[src/rtl/blink_timer_pkg.sv]
// Shared blink constants: default widths/levels, level-max macro, button decode.
// Latency: n/a (types, constants and a pure function only).
// Backpressure: n/a.
`ifndef BLINK_DEFS_SVH
`define BLINK_DEFS_SVH
// All-ones interval level for a level register of width w.
`define BLINK_LEVEL_MAX(w) {(w){1'b1}}
`endif

package blink_timer_pkg;

  localparam int BLINK_LEVEL_W_DEF       = 3;
  localparam int BLINK_DEFAULT_LEVEL_DEF = 3;

  typedef enum logic [1:0] {
    LVL_HOLD = 2'd0,
    LVL_DEC  = 2'd1,
    LVL_INC  = 2'd2
  } lvl_action_e;

  // Both buttons together cancel out, so only a lone press moves the level.
  function automatic lvl_action_e lvl_action(input logic faster, input logic slower);
    if (faster && !slower) return LVL_DEC;
    if (slower && !faster) return LVL_INC;
    return LVL_HOLD;
  endfunction

endpackage

[src/rtl/blink_timer_dffr.sv]
// Generic W-bit flip-flop with synchronous active-high reset to RST_VAL.
// Latency: 1 cycle from d to q.
// Backpressure: none; loads every cycle.
module dffr #(
  parameter int           W       = 1,
  parameter logic [W-1:0] RST_VAL = '0
) (
  input  logic         clk,
  input  logic         r,
  input  logic [W-1:0] d,
  output logic [W-1:0] q
);

  // Register d each cycle; r wins over d.
  always_ff @(posedge clk) begin
    if (r) q <= RST_VAL;
    else   q <= d;
  end

endmodule

[src/rtl/blink_timer.sv]
// Beat-interval pulse source: one-cycle tick every (level+1) beats; faster/slower saturate the level.
// Latency: tick registered, one cycle after the beat on which count hits 0; level follows a button one cycle later.
// Backpressure: none. Optional macro BLINK_TIMER_PAUSE_EN adds a pause input that freezes the beat counter.
module blink_timer
  import blink_timer_pkg::*;
#(
  parameter int LEVEL_W       = BLINK_LEVEL_W_DEF,
  parameter int DEFAULT_LEVEL = BLINK_DEFAULT_LEVEL_DEF
) (
  input  logic               clk,
  input  logic               rst,
  input  logic               beat,
  input  logic               faster,
  input  logic               slower,
`ifdef BLINK_TIMER_PAUSE_EN
  input  logic               pause,
`endif
  output logic               tick,
  output logic [LEVEL_W-1:0] level
);

  localparam logic [LEVEL_W-1:0] DEF_LVL   = LEVEL_W'(DEFAULT_LEVEL);
  localparam logic [LEVEL_W-1:0] LEVEL_MAX = `BLINK_LEVEL_MAX(LEVEL_W);
  localparam logic [LEVEL_W-1:0] ONE       = LEVEL_W'(1);

  logic [LEVEL_W-1:0] level_q, level_d;
  logic [LEVEL_W-1:0] count_q, count_d;
  logic               tick_q,  tick_d;
  logic               beat_en;

`ifdef BLINK_TIMER_PAUSE_EN
  // A paused beat is simply not counted; buttons are still honoured.
  assign beat_en = beat & ~pause;
`else
  assign beat_en = beat;
`endif

  // Next-state: saturating level update and beat down-counter with reload from the pre-update level.
  always_comb begin
    level_d = level_q;
    count_d = count_q;
    tick_d  = 1'b0;
    unique case (lvl_action(faster, slower))
      LVL_DEC: if (level_q != '0)        level_d = level_q - ONE;
      LVL_INC: if (level_q != LEVEL_MAX) level_d = level_q + ONE;
      default: level_d = level_q;
    endcase
    if (beat_en) begin
      if (count_q == '0) begin
        // Reload uses the old level so a same-cycle button press waits for the next reload.
        count_d = level_q;
        tick_d  = 1'b1;
      end else begin
        count_d = count_q - ONE;
      end
    end
  end

  dffr #(.W(LEVEL_W), .RST_VAL(DEF_LVL)) u_level_ff (.clk(clk), .r(rst), .d(level_d), .q(level_q));
  dffr #(.W(LEVEL_W), .RST_VAL(DEF_LVL)) u_count_ff (.clk(clk), .r(rst), .d(count_d), .q(count_q));
  dffr #(.W(1),       .RST_VAL(1'b0))    u_tick_ff  (.clk(clk), .r(rst), .d(tick_d),  .q(tick_q));

  assign tick  = tick_q;
  assign level = level_q;

endmodule

[config.mk]
export PLATFORM = sky130hd
export DESIGN_NAME = blink_timer
export DESIGN_NICKNAME = d
export VERILOG_FILES = /design/src/rtl/blink_timer_pkg.sv /design/src/rtl/blink_timer_dffr.sv /design/src/rtl/blink_timer.sv
export SDC_FILE = /design/constraint.sdc
export NUM_CORES = 1
export LEC_CHECK = 0
export ABC_AREA = 1
export CAP_MARGIN = 20
export CORE_AREA = 2 2 39 41
export DETAILED_ROUTE_END_ITERATION = 8
export DIE_AREA = 0 0 41 43
export DONT_BUFFER_PORTS = 1
export SLEW_MARGIN = 20
export SYNTH_ARGS = -nofsm -noshare
export SYNTH_HDL_FRONTEND = slang
export SYNTH_HIERARCHICAL = 1
export SYNTH_SLANG_ARGS = --single-unit
[constraint.sdc]
create_clock -name clk -period 2 [get_ports clk]
set_clock_uncertainty 0.1 [all_clocks]
set_input_delay 0.4 -clock clk [delete_from_list [all_inputs] [get_ports clk]]
set_output_delay 0.4 -clock clk [all_outputs]
set_load 0.01 [all_outputs]
; Word level (Yosys, flattened, before mapping)
; Cells that the tools add are included.
[word_totals]
ff_bits = 7
out_inout_bits = 4
input_bits = 5
elab_cells = 33
[classes]
n_addsub = 3
n_mux = 12
eq_ne = 5
n_bitwise = 1
reduce_logical = 9
[op_table]
columns = op, n
row1 = $mux W3, 3
row2 = $mux W2, 4
row3 = $pmux W3 S2, 1
row4 = $sub A3 B1 Y3 const B, 2
row5 = $mux W1, 4
row6 = $ne A2 B2 Y1 const B, 2
row7 = $add A3 B1 Y3 const B, 1
row8 = $logic_not A3 Y1, 1
row9 = $ne A3 B3 Y1 const B, 1
row10 = $reduce_and A3 Y1, 1
row11 = $reduce_bool A3 Y1, 1
row12 = $eq A2 B1 Y1 const B, 1
row13 = $eq A2 B2 Y1 const B, 1
row14 = $logic_and A1 B1 Y1, 2
row15 = $logic_not A1 Y1, 2
row16 = $reduce_bool A2 Y1, 1
row17 = $reduce_or A2 Y1, 1
row18 = $not A1 Y1, 1

; Longest topological paths before layout
[logic_depth]
depth_word = 9
ltp_mapped = 10
ltp_nobuf = 10

; By module
; The synthesis kept the hierarchy.
[by_module_without_submodules]
columns = module, area_each_um2, cells_each, seq_area_each_um2, instances
row1 = blink_timer, 322.8, 60, 0.0, 1
row2 = dffr (u_count_ff ...), 86.3, 10, 60.1, 2
row3 = dffr (u_tick_ff), 30.0, 3, 20.0, 1

; Worst setup path after synthesis
; No wires, ideal clock.
[synth_path]
kind = input-to-reg
startpoint = input faster
endpoint = register u_level_ff.q[0]
stages = 8
slack_ns = 0.656
t_arrival_ns = 1.132
n_path_buf = 0
setup_time_ns = 0.113
path_cell_list = inv_1 -> ha_1 -> bufinv_8 -> nand3_1 -> nand2_1 -> nand2_1 -> inv_1 -> nand2_1
[synth_between]
word_cells_on_any_way = 16
classes_between = 4 x eq/ne / 7 x mux / 5 x reduce/logical
[synth_rtl]
columns = element, line_no
row1 = "start, declared", blink_timer.sv:13  ; input logic faster,
row2 = $logic_not A1 Y1, blink_timer_pkg.sv:24  ; if (slower && !faster) return LVL_INC;
row3 = $logic_and A1 B1 Y1, blink_timer_pkg.sv:24
row4 = $mux W1 (2 in a row), blink_timer_pkg.sv:24
row5 = $mux W2, blink_timer_pkg.sv:25  ; return LVL_HOLD;
row6 = $mux W2 (*), blink_timer_pkg.sv:24
row7 = $eq A2 B2 Y1 / $eq A2 B1 Y1 (equally long branches), blink_timer.sv:43  ; unique case (lvl_action(faster, slower))
row8 = $pmux W3 S2 (*), blink_timer.sv:43
row9 = named net level_d[0], blink_timer.sv:26  ; logic [LEVEL_W-1:0] level_q, level_d;
row10 = "end signal, assigned", blink_timer_dffr.sv:16  ; if (r) q <= RST_VAL;
row11 = "end signal, assigned", blink_timer_dffr.sv:17  ; else q <= d;
row12 = "end, declared", blink_timer_dffr.sv:11  ; output logic [W-1:0] q
; The timed path passes the listed nets; every way through them passes the cells marked *. The select of a mux whose other input is x is not followed.
; A chain may end at the register's enable or synchronous reset.

; Worst setup path in the final report
[layout_path]
startpoint = register u_level_ff.q[0]
endpoint = register u_level_ff.q[2]
[layout_between]
elab_chain_cells = 3
word_cells_on_any_way = 10
classes_between = 2 x add/sub / 3 x eq/ne / 3 x mux / 2 x reduce/logical
[layout_lines]
columns = element, line_no
row1 = $add A3 B1 Y3 / $sub A3 B1 Y3 (equally long branches), "blink_timer.sv:45, blink_timer.sv:44"
row2 = $mux W3 (on tied branches), "blink_timer.sv:45, blink_timer.sv:44"
row3 = $pmux W3 S2 (*), blink_timer.sv:43
row4 = named net level_d[2], blink_timer.sv:26
; Marks and branches as above.

==> out/results.ini <==
[run_status]
status = finished clean

[critical_path]
crit_path_start_kind = flip-flop
endpoint_kind = flip-flop
path_buf_inv = 2
worstPathArrival_ns = 1.51
crit_required_ns = 2.10
path_cells = inv_1 > ha_1 > nand2_2 > nand2_2 > nor2_2 > nor2_1 > nor2_1 > inv_1 > nor2_1
crit_type = reg -> reg
critPathMostFrequentCell = nor2_1
path_max_fanout = 5
slowest_stage = dfxtp_1
cpPeakStageDelay_ns = 0.45
cpLargestDelayFamily = flip-flops

[finish]
drive_gt1_share_pct = 11.5
nets = 100
syn_to_final_growth_pct = 9.05
antennaDiodeCount = 0
fin_cells = 103

[synth]
synth-main-ff-cell = dfxtp_1
synth.distinct_cells = 13
avgSynthCellArea_um2 = 6.33
syn_nets = 95
yosys-top-cells-count = 26 x nand2_1, 19 x inv_1, 7 x dfxtp_1, 7 x ha_1, 6 x nor2_1
synth_edf_count = 0
synth.area.top_cells = dfxtp_1 27%, nand2_1 19%, ha_1 17%
synth_warnings = 6
synth-seq-cells = 7
synth_seq_area_share_pct = 26.7
synth_top_cell_by_area = dfxtp_1
yosysMostFrequentCell = nand2_1
async_flop_share_pct = 0
netlist_instances = 83
syn_area_um2 = 526
synth_top_area_share_pct = 26.7

[hold_path]
worstHoldPathType = in -> reg

[job]
cap_violations = 0

[sta]
rsz0062_at_grt = no
fmax_mhz = 708
relSlewSlack_pct = 80.2
setup_violations = 0
timing.final.ws_setup_ns = 0.587
period_needed_ns = 1.41
hold_viol = 0
tightest_slew_ns = 0.296
slew_viol_final = 0
finalSetupTns_ns = 0
fin_crit_sh_pct = 70.6

[placement]
place_ws_ns = 0.593
io_buffers = 0
place_hpwl_um = 699
post-place-cells = 99
gp_congestion = 0.780

[power_and_ir_drop]
power.ir.vdd_worst_mv = 0.380
intPower_uw = 270
p_comb_share_pct = 24.8
leakage_nw = 0.344
seq_power_share_pct = 42.6
p_per_area_nw_per_um2 = 702
p_clk_share_pct = 32.6
p_sw_uw = 132
switching_share_pct = 32.9

[grt]
grt_pass1_wl_um = 1560
overflow = 0
antenna_found_initial = 0
grt.total_usage_pct = 13.7
grt_max_degree = 8
grt_pass1_vias = 390

[drt]
routed_wl_um = 873
firstDrtPassIters = 4
ant_nets = 0
wl_per_cell_um = 8.48
drc = 0
routed-via-count = 448
via_per_inst = 4.35
drtIter0Drc = 11

[cts]
cts_tree = built
htreeDepth = 1
numCtsBuffers = 3
cts_sinks = 7
clk_path_buf_depth = 2
cts_resized = 0
clk_latency_ns = 0.25
cts_setup_buffers = 0
hold_buffers = 0
clockRootBuffer = clkbuf_4
path_clk_slew_ns = 0.06

[floorplan]
initial_utilization_pct = 38.0
core-area_um2 = 1380
rows = 14
ios = 9
fp.dieW_um = 41
die_y_um = 43
dieArea_um2 = 1760

-- flip-flops by register name, summed over array words and instances, names as in the netlist --
name and count:
u_count_ff/q 3, u_tick_ff/q 1, u_level_ff/q 3
-- stage by stage --
step	cell area (µm²)	util (%)	power, mW	hold WS, ns
2_1_floorplan	526	-	0.258	0.367
3_3_place_gp	546	39.4	0.274	0.368
3_5_place_dp	546	39.4	0.275	0.370
4_1_cts	573	41.4	0.411	0.0942
5_1_grt	573	41.4	0.444	0.0820
6_report	573	41.4	0.402	0.104
-- metal layers --
layer	GRT usage, %	up-vias	wire (µm)
li1	-	252	-
met1	18.6	185	423
met2	15.3	9	358
met3	11.0	2	80
met4	6.00	0	10
met5	0	-	0
-- cells by family after synthesis --
kind of cell	count (synthesis)	synth area share, %
flops	7	26.7
compound gates	7	6.66
buf+inv	21	17.6
simple gates	41	32.4
fa+ha+maj	7	16.7
-- final timing paths --
kind	end	cells after the start	from	slack (ns)
worst max-delay path	u_level_ff/q[2]	9	u_level_ff/q[0]	0.59
worst min-delay path	u_tick_ff/q	1	rst	0.10
worst min register to register	u_count_ff/q[1]	4	u_count_ff/q[1]	0.43
worst max register to register	u_level_ff/q[2]	9	u_level_ff/q[0]	0.59
-- final cells by class --
cell class | count | area [µm²]
inverters | 21 | 92.6
flip-flops and latches | 7 | 140
clock buffers | 3 | 22.5
fillers | 163 | 811
multi-input cells | 55 | 293
well taps | 16 | 20.0
clock inverters | 1 | 5.00
-- cells in the final DEF, fill, tap and decap left out --
cell type / instances
nand2_2: 2
nand3_1: 5
nor2_2: 2
clkinv_2: 1
ha_1: 7
nor2_1: 6
inv_2: 1
a21oi_1: 1
bufinv_8: 1
nand2_1: 26
inv_1: 19
o21ai_0: 1
clkbuf_4: 3
dfxtp_1: 7
o21ai_1: 5
-- power groups by stage --
stage / Combinational [mW] / Sequential, mW / Clock, mW
floorplan: 0.0876 / 0.170 / 0
global placement: 0.0991 / 0.175 / 0
detailed placement: 0.101 / 0.174 / 0
CTS: 0.101 / 0.171 / 0.138
global route: 0.122 / 0.174 / 0.147
finish: 0.0997 / 0.171 / 0.131
No activity file was read; power rests on OpenSTA's default activity.
